--- src/rtl/peripheral_spram_arbiter_axi4.sv ---
// peripheral_spram_arbiter_axi4
//   Two-port arbiter in front of a single-port RAM with 1-cycle registered
//   read data. Ties are broken by a priority pointer; a port may hold
//   ownership via lock_i for at most LOCK_MAX consecutive grants while the
//   other port waits.
//
//   Build option: define PERIPHERAL_SPRAM_ARBITER_ROUND_ROBIN_EN for
//   round-robin tie-breaking. Otherwise the pointer stays on port 0, so
//   port 0 wins ties. Lock behaviour is identical in both builds.
//
// Ports
//   clk_i, rst_ni          clock, async active-low reset
//   req_i/we_i/lock_i      per-port request, write enable, lock request
//   be_i/addr_i/wdata_i    per-port byte enables, word address, write data
//                          (port k uses slice k)
//   gnt_o                  combinational grant, one-hot or zero
//   rvalid_o               per-port read-data valid, one cycle after a read
//   rdata_o                shared read data (mem_rdata_i pass-through)
//   mem_*                  RAM side: granted port's fields, all 0 when idle
//
// State  | meaning
// IDLE   | no owner, plain pointer arbitration
// LOCK0  | port 0 holds ownership, lock_cnt counts its consecutive grants
// LOCK1  | port 1 holds ownership, lock_cnt counts its consecutive grants
module peripheral_spram_arbiter_axi4 #(
  parameter int AXI_ADDR_WIDTH = 10,
  parameter int AXI_DATA_WIDTH = 32,
  parameter int LOCK_MAX       = 4
) (
  input  logic                          clk_i,
  input  logic                          rst_ni,
  input  logic [1:0]                    req_i,
  input  logic [1:0]                    we_i,
  input  logic [1:0]                    lock_i,
  input  logic [2*AXI_DATA_WIDTH/8-1:0] be_i,
  input  logic [2*AXI_ADDR_WIDTH-1:0]   addr_i,
  input  logic [2*AXI_DATA_WIDTH-1:0]   wdata_i,
  output logic [1:0]                    gnt_o,
  output logic [1:0]                    rvalid_o,
  output logic [AXI_DATA_WIDTH-1:0]     rdata_o,
  output logic                          mem_req_o,
  output logic                          mem_we_o,
  output logic [AXI_DATA_WIDTH/8-1:0]   mem_be_o,
  output logic [AXI_ADDR_WIDTH-1:0]     mem_addr_o,
  output logic [AXI_DATA_WIDTH-1:0]     mem_wdata_o,
  input  logic [AXI_DATA_WIDTH-1:0]     mem_rdata_i
);

  localparam int BW = AXI_DATA_WIDTH / 8;
  localparam logic [7:0] LOCK_MAX_C = 8'(LOCK_MAX);

  typedef enum logic [1:0] {
    IDLE  = 2'd0,
    LOCK0 = 2'd1,
    LOCK1 = 2'd2
  } state_t;

  state_t     state_q;
  logic       ptr_q;
  logic [7:0] lock_cnt_q;
  logic [1:0] rvalid_q;

  logic [1:0] idle_gnt;
  logic [1:0] gnt;
  logic [1:0] xfer;
  logic       win;
  state_t     win_lock;

  always_comb begin
    idle_gnt = 2'b00;
    case (req_i)
      2'b01:   idle_gnt = 2'b01;
      2'b10:   idle_gnt = 2'b10;
      2'b11:   idle_gnt = ptr_q ? 2'b10 : 2'b01;
      default: idle_gnt = 2'b00;
    endcase
  end

  // The owner keeps the grant unless it has used up LOCK_MAX grants and the
  // other port is waiting. An owner that drops its request falls back to
  // pointer arbitration. Gating with rst_ni keeps the RAM quiet in reset.
  always_comb begin
    gnt = idle_gnt;
    if (state_q == LOCK0 && req_i[0]) begin
      gnt = (lock_cnt_q == LOCK_MAX_C && req_i[1]) ? 2'b10 : 2'b01;
    end else if (state_q == LOCK1 && req_i[1]) begin
      gnt = (lock_cnt_q == LOCK_MAX_C && req_i[0]) ? 2'b01 : 2'b10;
    end
    if (!rst_ni) gnt = 2'b00;
  end

  assign gnt_o    = gnt;
  assign xfer     = req_i & gnt;
  assign win      = xfer[1];
  assign win_lock = win ? LOCK1 : LOCK0;

  always_ff @(posedge clk_i or negedge rst_ni) begin
    if (!rst_ni) begin
      state_q    <= IDLE;
      ptr_q      <= 1'b0;
      lock_cnt_q <= 8'd0;
      rvalid_q   <= 2'b00;
    end else begin
      rvalid_q <= xfer & ~we_i;
      if (|xfer) begin
`ifdef PERIPHERAL_SPRAM_ARBITER_ROUND_ROBIN_EN
        ptr_q <= ~win;
`else
        ptr_q <= 1'b0;
`endif
        if (lock_i[win]) begin
          state_q <= win_lock;
          if (state_q == win_lock) begin
            lock_cnt_q <= (lock_cnt_q >= LOCK_MAX_C) ? LOCK_MAX_C : lock_cnt_q + 8'd1;
          end else begin
            lock_cnt_q <= 8'd1;
          end
        end else begin
          state_q    <= IDLE;
          lock_cnt_q <= 8'd0;
        end
      end else begin
        state_q    <= IDLE;
        lock_cnt_q <= 8'd0;
      end
    end
  end

  always_comb begin
    mem_we_o    = 1'b0;
    mem_be_o    = '0;
    mem_addr_o  = '0;
    mem_wdata_o = '0;
    if (gnt[0]) begin
      mem_we_o    = we_i[0];
      mem_be_o    = be_i[0 +: BW];
      mem_addr_o  = addr_i[0 +: AXI_ADDR_WIDTH];
      mem_wdata_o = wdata_i[0 +: AXI_DATA_WIDTH];
    end else if (gnt[1]) begin
      mem_we_o    = we_i[1];
      mem_be_o    = be_i[BW +: BW];
      mem_addr_o  = addr_i[AXI_ADDR_WIDTH +: AXI_ADDR_WIDTH];
      mem_wdata_o = wdata_i[AXI_DATA_WIDTH +: AXI_DATA_WIDTH];
    end
  end

  assign mem_req_o = |gnt;
  assign rvalid_o  = rvalid_q;
  assign rdata_o   = mem_rdata_i;

endmodule

--- config.mk ---
export PLATFORM = sky130hd
export DESIGN_NAME = peripheral_spram_arbiter_axi4
export DESIGN_NICKNAME = d
export VERILOG_FILES = /design/src/rtl/peripheral_spram_arbiter_axi4.sv
export SDC_FILE = /design/constraint.sdc
export NUM_CORES = 1
export LEC_CHECK = 0
export CAP_MARGIN = 20
export CORE_ASPECT_RATIO = 1.2
export CORE_MARGIN = 8
export CORE_UTILIZATION = 19
export CTS_CLUSTER_SIZE = 10
export DETAILED_ROUTE_END_ITERATION = 10
export GPL_TIMING_DRIVEN = 0
export PLACE_DENSITY = 0.78
export SLEW_MARGIN = 20
export SYNTH_ARGS = -nofsm -noshare
export SYNTH_HDL_FRONTEND = slang
export SYNTH_SLANG_ARGS = --single-unit
--- constraint.sdc ---
create_clock -name clk_i -period 2.1 [get_ports clk_i]
set_input_delay 0.42 -clock clk_i [delete_from_list [all_inputs] [get_ports clk_i]]
set_output_delay 0.42 -clock clk_i [all_outputs]
set_load 0.02 [all_outputs]
Word level (Yosys, flattened, before mapping)

Index checks and enable logic that the tools add are counted.

$add $sub $neg: 1
$lt $le $gt $ge: 2
Equal/unequal tests: 7
Muxes and demuxes: 23
Bitwise logic cells: 3
Reductions and logical operators: 7

Operator list:

| operator              | count |
|---|---|
| $mux W32              | 2 |
| $mux W8               | 4 |
| $mux W10              | 2 |
| $mux W2               | 8 |
| $add A8 B1 Y8 const B | 1 |
| $eq A8 B3 Y1 const B  | 1 |
| $ge A8 B3 Y1 const B  | 1 |
| $mux W4               | 2 |
| $eq A2 B2 Y1 const B  | 3 |
| $reduce_or A2 Y1      | 3 |
| $and A2 B2 Y2         | 2 |
| $eq A2 B1 Y1 const B  | 2 |
| $logic_and A1 B1 Y1   | 4 |
| $mux W1               | 4 |
| $pmux W2 S2           | 1 |
| $eq A2 B2 Y1          | 1 |
| $lt A1 B2 Y1 const B  | 1 |
| $not A2 Y2            | 1 |

Register bits after elaboration: 12
Word-level logic and storage cells: 46

Depth between registers and ports, before layout

Gate-level depths: netlist of the first run.

Depth after elaboration: 12
Gate-level depth with buffers: 8
Gate-level depth less buffers: 7

Least setup slack after synthesis of the first run

No wires, ideal clock.

Kind: reg2out
Start: register lock_cnt_q[0]
End: output mem_addr_o[0]
Arrival: 1775 ps
Path slack: -95 ps
Cell stages (with the launch flop): 8
Path buffers: 1
Path through: dfrtp_1 inv_1 ha_1 and4bb_2 nand3_1 a31oi_2 clkbuf_1 a22o_1

Longest elaborated chain between the ends: 8

Ends and longest elaborated chain:

| what                     | line   | text |
|---|---|---|
| start: declaration       | 60     | `logic [7:0] lock_cnt_q;` |
| start signal: assignment | 114    | `lock_cnt_q <= (lock_cnt_q >= LOCK_MAX_C) ? LOCK_MAX_C : lock_cnt_q + 8'd1;` |
| $eq A8 B3 Y1 *           | 85, 87 |  |
| $logic_and A1 B1 Y1      | 87     | `gnt = (lock_cnt_q == LOCK_MAX_C && req_i[0]) ? 2'b01 : 2'b10;` |
| $mux W2                  | 87     |  |
| $mux W2                  | 86     | `end else if (state_q == LOCK1 && req_i[1]) begin` |
| $mux W2 *                | 84     | `if (state_q == LOCK0 && req_i[0]) begin` |
| $mux W2 *                | 89     | `if (!rst_ni) gnt = 2'b00;` |
| $mux W10                 | 139    | `end else if (gnt[1]) begin` |
| $mux W10 *               | 134    | `if (gnt[0]) begin` |
| end: declaration         | 44     | `output logic [AXI_ADDR_WIDTH-1:0] mem_addr_o,` |

Mark *: on every way between the ends. The rest lies on a longest branch, timed or not.

Worst setup path after layout of the first run

Start: register lock_cnt_q[0]
End: output mem_addr_o[8]

Same word-level chain as after synthesis.

==> results.toml, run 1 <==
[run_status]
outcome = "finished, violations left"
violations = "setup timing"

[logic_synthesis]
yosysWarnings = 0
synth_top_area_cell = "a22o_1"
synth_area_per_cell_sq_um = 9.26
synth_cell_types = 29
synth_top_area_share_pct = 32.7
synth_seq_cells = 12
synthTopCellsByArea = "a22o_1 (33%), dfrtp_1 (24%), buf_4 (20%), buf_2 (2.4%), ha_1 (2.0%)"
synth-seq-area-share_pct = 23.8
syn-cell-area_sq_um = 1260
synthCells = 136

[routing]
via_per_inst = 4.56
initialDrtViolationCount = 64
drc = 0
first_pass_iters = 4
ant_nets = 0
routed_wl_um = 7400
wire_per_inst_um = 17.8
vias = 1901

[critical_path]
criticalPathCategory = "register to output pin"
worstPathArrival_ps = 2130
critPathCaptureType = "output pin"
critical_path_peak_fanout = 10
required_ps = 1680
startpoint_type = "register"

[cts]
cts_hold_buffers = 0
cts.sinks = 12
htree_levels = 1
cts_inserted_buffers = 3
clkLatencyLatePin_ps = 240
cts_tree = "built"
clk_pin_slew_ps = 50
clockBufferDepth = 2
root_buffer = "clkbuf_8"

[timing]
fin_crit_ps = 2550
fmax_mhz = 393
period_share_pct = 121
hold_viol = 0
holdWs_ps = 168
setup_viol = 50
rsz0062_at_grt = "true"
setup_ws_ps = -447
clock-skew-final_ps = 2.06
tns_ps = -21100
drv_slew = 0

[grt]
grt_pass1_vias = 2192
grt_pass1_wl_um = 11600
overflow = 0
grt_max_degree = 15
antenna_found_initial = 0
grt_use_total_pct = 15.0

[worst_hold_path]
worstHoldPathType = "primary input to async pin"

[power_and_ir_drop]
peakVddDrop_v = 0.000220
switchingPower_mw = 0.400
total_leakage_power_nw = 1.77
seqPwrFrac_pct = 18.8
swShare_pct = 30.8
finalPower_mw = 1.30
pwr-share-comb_pct = 61.8
internal-power_mw = 0.900
power.share.clock_pct = 19.3
powerDensity_nw_per_um2 = 337

[final_layout]
drive_above_1_share_pct = 48.2
design_area_sq_um = 3850
num_antenna_cells = 0
final_util_pct = 60.2
finalNonFillerCells = 417
area.growth.synth_to_final_pct = 206
fin_nets = 467

[place]
placedCellCount = 408
hpwl_um = 6480
io_buffers = 183
place.gp.congestion = 0.764
preCtsSetupSlack_ps = -1500
dpl_cell_area_sq_um = 3690

[floorplanning]
die-area_sq_um = 9500
die_y_um = 105
num_rows = 32
die_w_um = 90.3
io_pins = 216
core_region_area_sq_um = 6410
start_util_pct = 19.7

[job]
max_cap_violations = 0
[synthesized netlist by cell type]
library cell,instances
a22o_1,47
buf_4,33
dfrtp_1,12
buf_2,6
clkbuf_1,4
nor2b_1,4
nand2_1,3
and2_1,2
ha_1,2
inv_1,2
nor2_1,2
nor3_1,2
a21o_1,1
a22oi_1,1
a22oi_2,1
a31oi_1,1
a31oi_2,1
and4bb_2,1
conb_1,1
nand3_1,1
nand4bb_1,1
nor4b_2,1
o2111a_1,1
o211ai_2,1
o21ai_1,1
o22a_1,1
or2_1,1
or3_4,1
or4_1,1
[cells in the final DEF, fill, tap and decap left out]
cell type / n
buf_12: 5
a21o_1: 1
o22a_1: 1
o21ai_2: 1
or2_4: 1
a22oi_1: 1
ha_1: 1
and2_1: 2
buf_8: 2
dfrtp_1: 12
nor3_1: 2
clkdlybuf4s50_1: 132
and4bb_2: 1
a22oi_2: 1
buf_2: 3
o211ai_2: 1
or4_1: 1
a31oi_1: 1
buf_6: 31
nand2_2: 1
nand2_1: 2
buf_4: 53
nor2b_1: 4
a31oi_4: 1
nor2_1: 2
or3_4: 1
clkdlybuf4s15_2: 1
a22o_4: 47
ha_2: 1
o2111a_1: 1
inv_1: 2
nand4bb_1: 1
nand3_1: 1
conb_1: 5
clkbuf_8: 8
nor4b_2: 1
[repair_timing]
action	4_1_cts	5_1_grt
buffers inserted	4	1
pin swaps	2	2
setup endpoints to repair	54	50
resized for setup	255	45
[layout make-up]
cell class | instances | area [sq um]
fill | 530 | 2550
timing repair buffer | 188 | 1860
multi-input combinational | 83 | 1110
buffer | 43 | 417
sequential | 12 | 300
tap | 85 | 106
clock buffer | 4 | 55.1
inverter | 2 | 7.51
[power groups by stage]
stage                     Sequential, mW  Clock [mW]  Combinational, mW
final                              0.245       0.252              0.804
after global routing               0.246       0.270              0.849
after CTS                          0.245       0.262              0.774
after detailed placement           0.249           0              0.784
after global placement             0.249           0              0.778
after floorplan                    0.250           0              0.360
[layer usage]
layer | up-vias | global-route usage (%) | part of all wire [%]
met1 | 885 | 14.1 | 34
met5 | - | 0 | 0
met3 | 6 | 8.45 | 14
li1 | 875 | - | -
met4 | 0 | 4.05 | 1.2
met2 | 135 | 27.2 | 51
[sequential cells by signal (all words and copies together), names as in the netlist]
signal and cells:
lock_cnt_q 8, rvalid_o 2, state_q 2
[critical path, cell delays in order, from the launching register on]
cell,delay (ps)
dfrtp_1,380
inv_1,60
ha_2,160
and4bb_2,260
nand2_2,60
o2111a_1,260
buf_6,150
buf_8,150
a22o_4,240
buf_4,150
[kinds of logic after synthesis]
kind of cell               after synthesis  synth area share, %
AOI/OAI and AO/OA                       56                 39.3
adders and majority gates                2                 1.99
buffers and inverters                   45                 23.8
DFF                                     12                 23.8
other                                    1                0.298
and+or+nand+nor                         20                 10.7
[worst paths after layout]
check | start | end | slack [ps] | depth (start not counted)
setup / recovery | lock_cnt_q[0] | mem_addr_o[8] | -450 | 9
hold / removal | rst_ni | lock_cnt_q[7] | 170 | 1
setup reg to reg | lock_cnt_q[0] | lock_cnt_q[0] | 150 | 9
hold reg to reg | lock_cnt_q[4] | lock_cnt_q[1] | 630 | 2
max in group asynchronous | rst_ni | state_q[0] | 1680 | 1
min in group clk_i | lock_cnt_q[4] | lock_cnt_q[1] | 630 | 2
Note: power is estimated with default switching activity, not from simulation.
==> run 2: changes to the inputs <==
CORE_AREA = 8 8 78 80   (was unset)
CORE_ASPECT_RATIO = unset   (was 1.2)
CORE_MARGIN = unset   (was 8)
CORE_UTILIZATION = unset   (was 19)
CTS_BUF_LIST = sky130_fd_sc_hd__clkbuf_4 sky130_fd_sc_hd__clkbuf_8 sky130_fd_sc_hd__clkbuf_16   (was unset)
CTS_CLUSTER_SIZE = 16   (was 10)
DIE_AREA = 0 0 86 88   (was unset)
DONT_BUFFER_PORTS = 1   (was unset)
PLACE_DENSITY = 0.42   (was 0.78)
==> results.toml, run 2 (synthesized netlist as in run 1, its figures left out) <==
[run_status]
outcome = "finished, violations left"
violations = "setup timing"

[final_layout]
seqCellArea_sq_um = 300
drive_above_1_share_pct = 72.7
area.growth.synth_to_final_pct = 58.3
fin_nets = 285
top_register = "lock_cnt_q"
n_fill_cell = 466
multiInputGateArea_sq_um = 1110
num_antenna_cells = 0
layout_common_cells = "a22o_4 (47), buf_4 (38), dfrtp_1 (12)"
largest_register_ffs = 8
finalNonFillerCells = 220
mostFrequentLayoutCell = "a22o_4"

[floorplanning]
die_w_um = 86
die_y_um = 88
io_pins = 216
die-area_sq_um = 7570
num_rows = 26
start_util_pct = 25.6
core_region_area_sq_um = 4910

[timing]
worstMarginPinSlew_ps = 530
rsz0062_at_grt = "true"
period_share_pct = 116
setup_ws_ps = -326
drv_slew = 0
relSlewSlack_pct = 64.5
fmax_mhz = 412
clock-skew-final_ps = 3.88
tns_ps = -15480
hold_viol = 0
holdWs_ps = 237
setup_viol = 50
fin_crit_ps = 2430

[place]
io_buffers = 0
place.gp.congestion = 0.724
hpwl_um = 5310
placedCellCount = 210
preCtsSetupSlack_ps = -375

[routing]
routed_wl_um = 5900
via_per_inst = 5.30
drc = 0
wire_per_inst_um = 26.8
vias = 1165
initialDrtViolationCount = 28
ant_nets = 0
first_pass_iters = 2

[cts]
cts_inserted_buffers = 3
htree_levels = 1
cts_tree = "built"
clockBufferDepth = 2
cts.sinks = 12
clk_pin_slew_ps = 50
root_buffer = "clkbuf_8"
clkLatencyLatePin_ps = 240

[critical_path]
worstPathArrival_ps = 2010
startpoint_type = "register"
critPathCaptureType = "output pin"
r2r_cells = 9
critical_path_peak_fanout = 10
required_ps = 1680
criticalPathCategory = "register to output pin"

[job]
max_cap_violations = 0

[grt]
antenna_found_initial = 0
grt_use_total_pct = 13.5
overflow = 0
grt_max_degree = 13
grt_pass1_wl_um = 8090
grt_pass1_vias = 1369

[power_and_ir_drop]
peakVddDrop_v = 0.000229
total_leakage_power_nw = 0.959
powerDensity_nw_per_um2 = 455
finalPower_mw = 0.907

[worst_hold_path]
worstHoldPathType = "primary input to register"
min_path_cells = 1
run 2: changes by cell type in the layout (fill, tap and decap cells not counted), moves of 3 or more:
cell             previous run  this run
clkdlybuf4s50_1           132         0
buf_12                      5         2
buf_6                      31         5
buf_2                       3         0
buf_4                      53        38
clkbuf_8                    8         5
run 2: final timing paths:
| kind | startpoint | end | slack, ps |
|---|---|---|---|
| max | lock_cnt_q[0] | mem_wdata_o[12] | -330 |
| min | we_i[0] | rvalid_o[0] | 240 |
| max reg2reg | lock_cnt_q[0] | lock_cnt_q[0] | 140 |
| min reg2reg | lock_cnt_q[2] | lock_cnt_q[1] | 640 |
| max in group asynchronous | rst_ni | state_q[0] | 1150 |
| min in group asynchronous | rst_ni | lock_cnt_q[0] | 600 |
run 2: layout make-up:
cell class,instances,area share [%]
Multi-Input combinational cell,83,55.6
Buffer,43,19.3
Sequential cell,12,15.1
Tap cell,70,4.39
Clock buffer,4,2.76
Timing Repair Buffer,6,2.57
Inverter,2,0.376
run 2: what timing repair did:
item / in CTS / in global routing
pin swaps: 1 / 0
hold buffers: 1 / 0
setup endpoints to repair: 50 / 50
endpoints found under the hold margin: 12 / 0
resized for setup: 10 / 5
setup buffers: 4 / 1
run 2: critical path: stages, from the launching register on:
cell and delay [ps]:
dfrtp_1 380, inv_1 60, ha_1 150, and4bb_2 280, nand2_2 70, o2111a_1 250
buf_6 150, buf_6 150, a22o_4 280
run 2: per-layer routing:
metal | vias to the layer above | routed length, um | GRT usage [%]
li1 | 512 | - | -
met1 | 528 | 1850 | 12.4
met2 | 120 | 3190 | 25.1
met3 | 5 | 814 | 7.13
met4 | 0 | 48 | 4.30
met5 | - | 0 | 0
run 2: report_power, final:
part / leakage [nW] / total, mW / switching (mW) / internal [mW]
registers: 0.154 / 0.248 / 0.00769 / 0.241
logic: 0.776 / 0.413 / 0.225 / 0.188
clock network: 0.0288 / 0.245 / 0.0798 / 0.165
total: 0.959 / 0.907 / 0.312 / 0.594
run 2: metrics by stage:
step / instance area (sq um) / util [%]
3_3_place_gp: 1840 / 37.4
2_1_floorplan: 1750 / -
4_1_cts: 1980 / 40.3
3_5_place_dp: 1840 / 37.4
5_1_grt: 1990 / 40.6
6_report: 1990 / 40.6
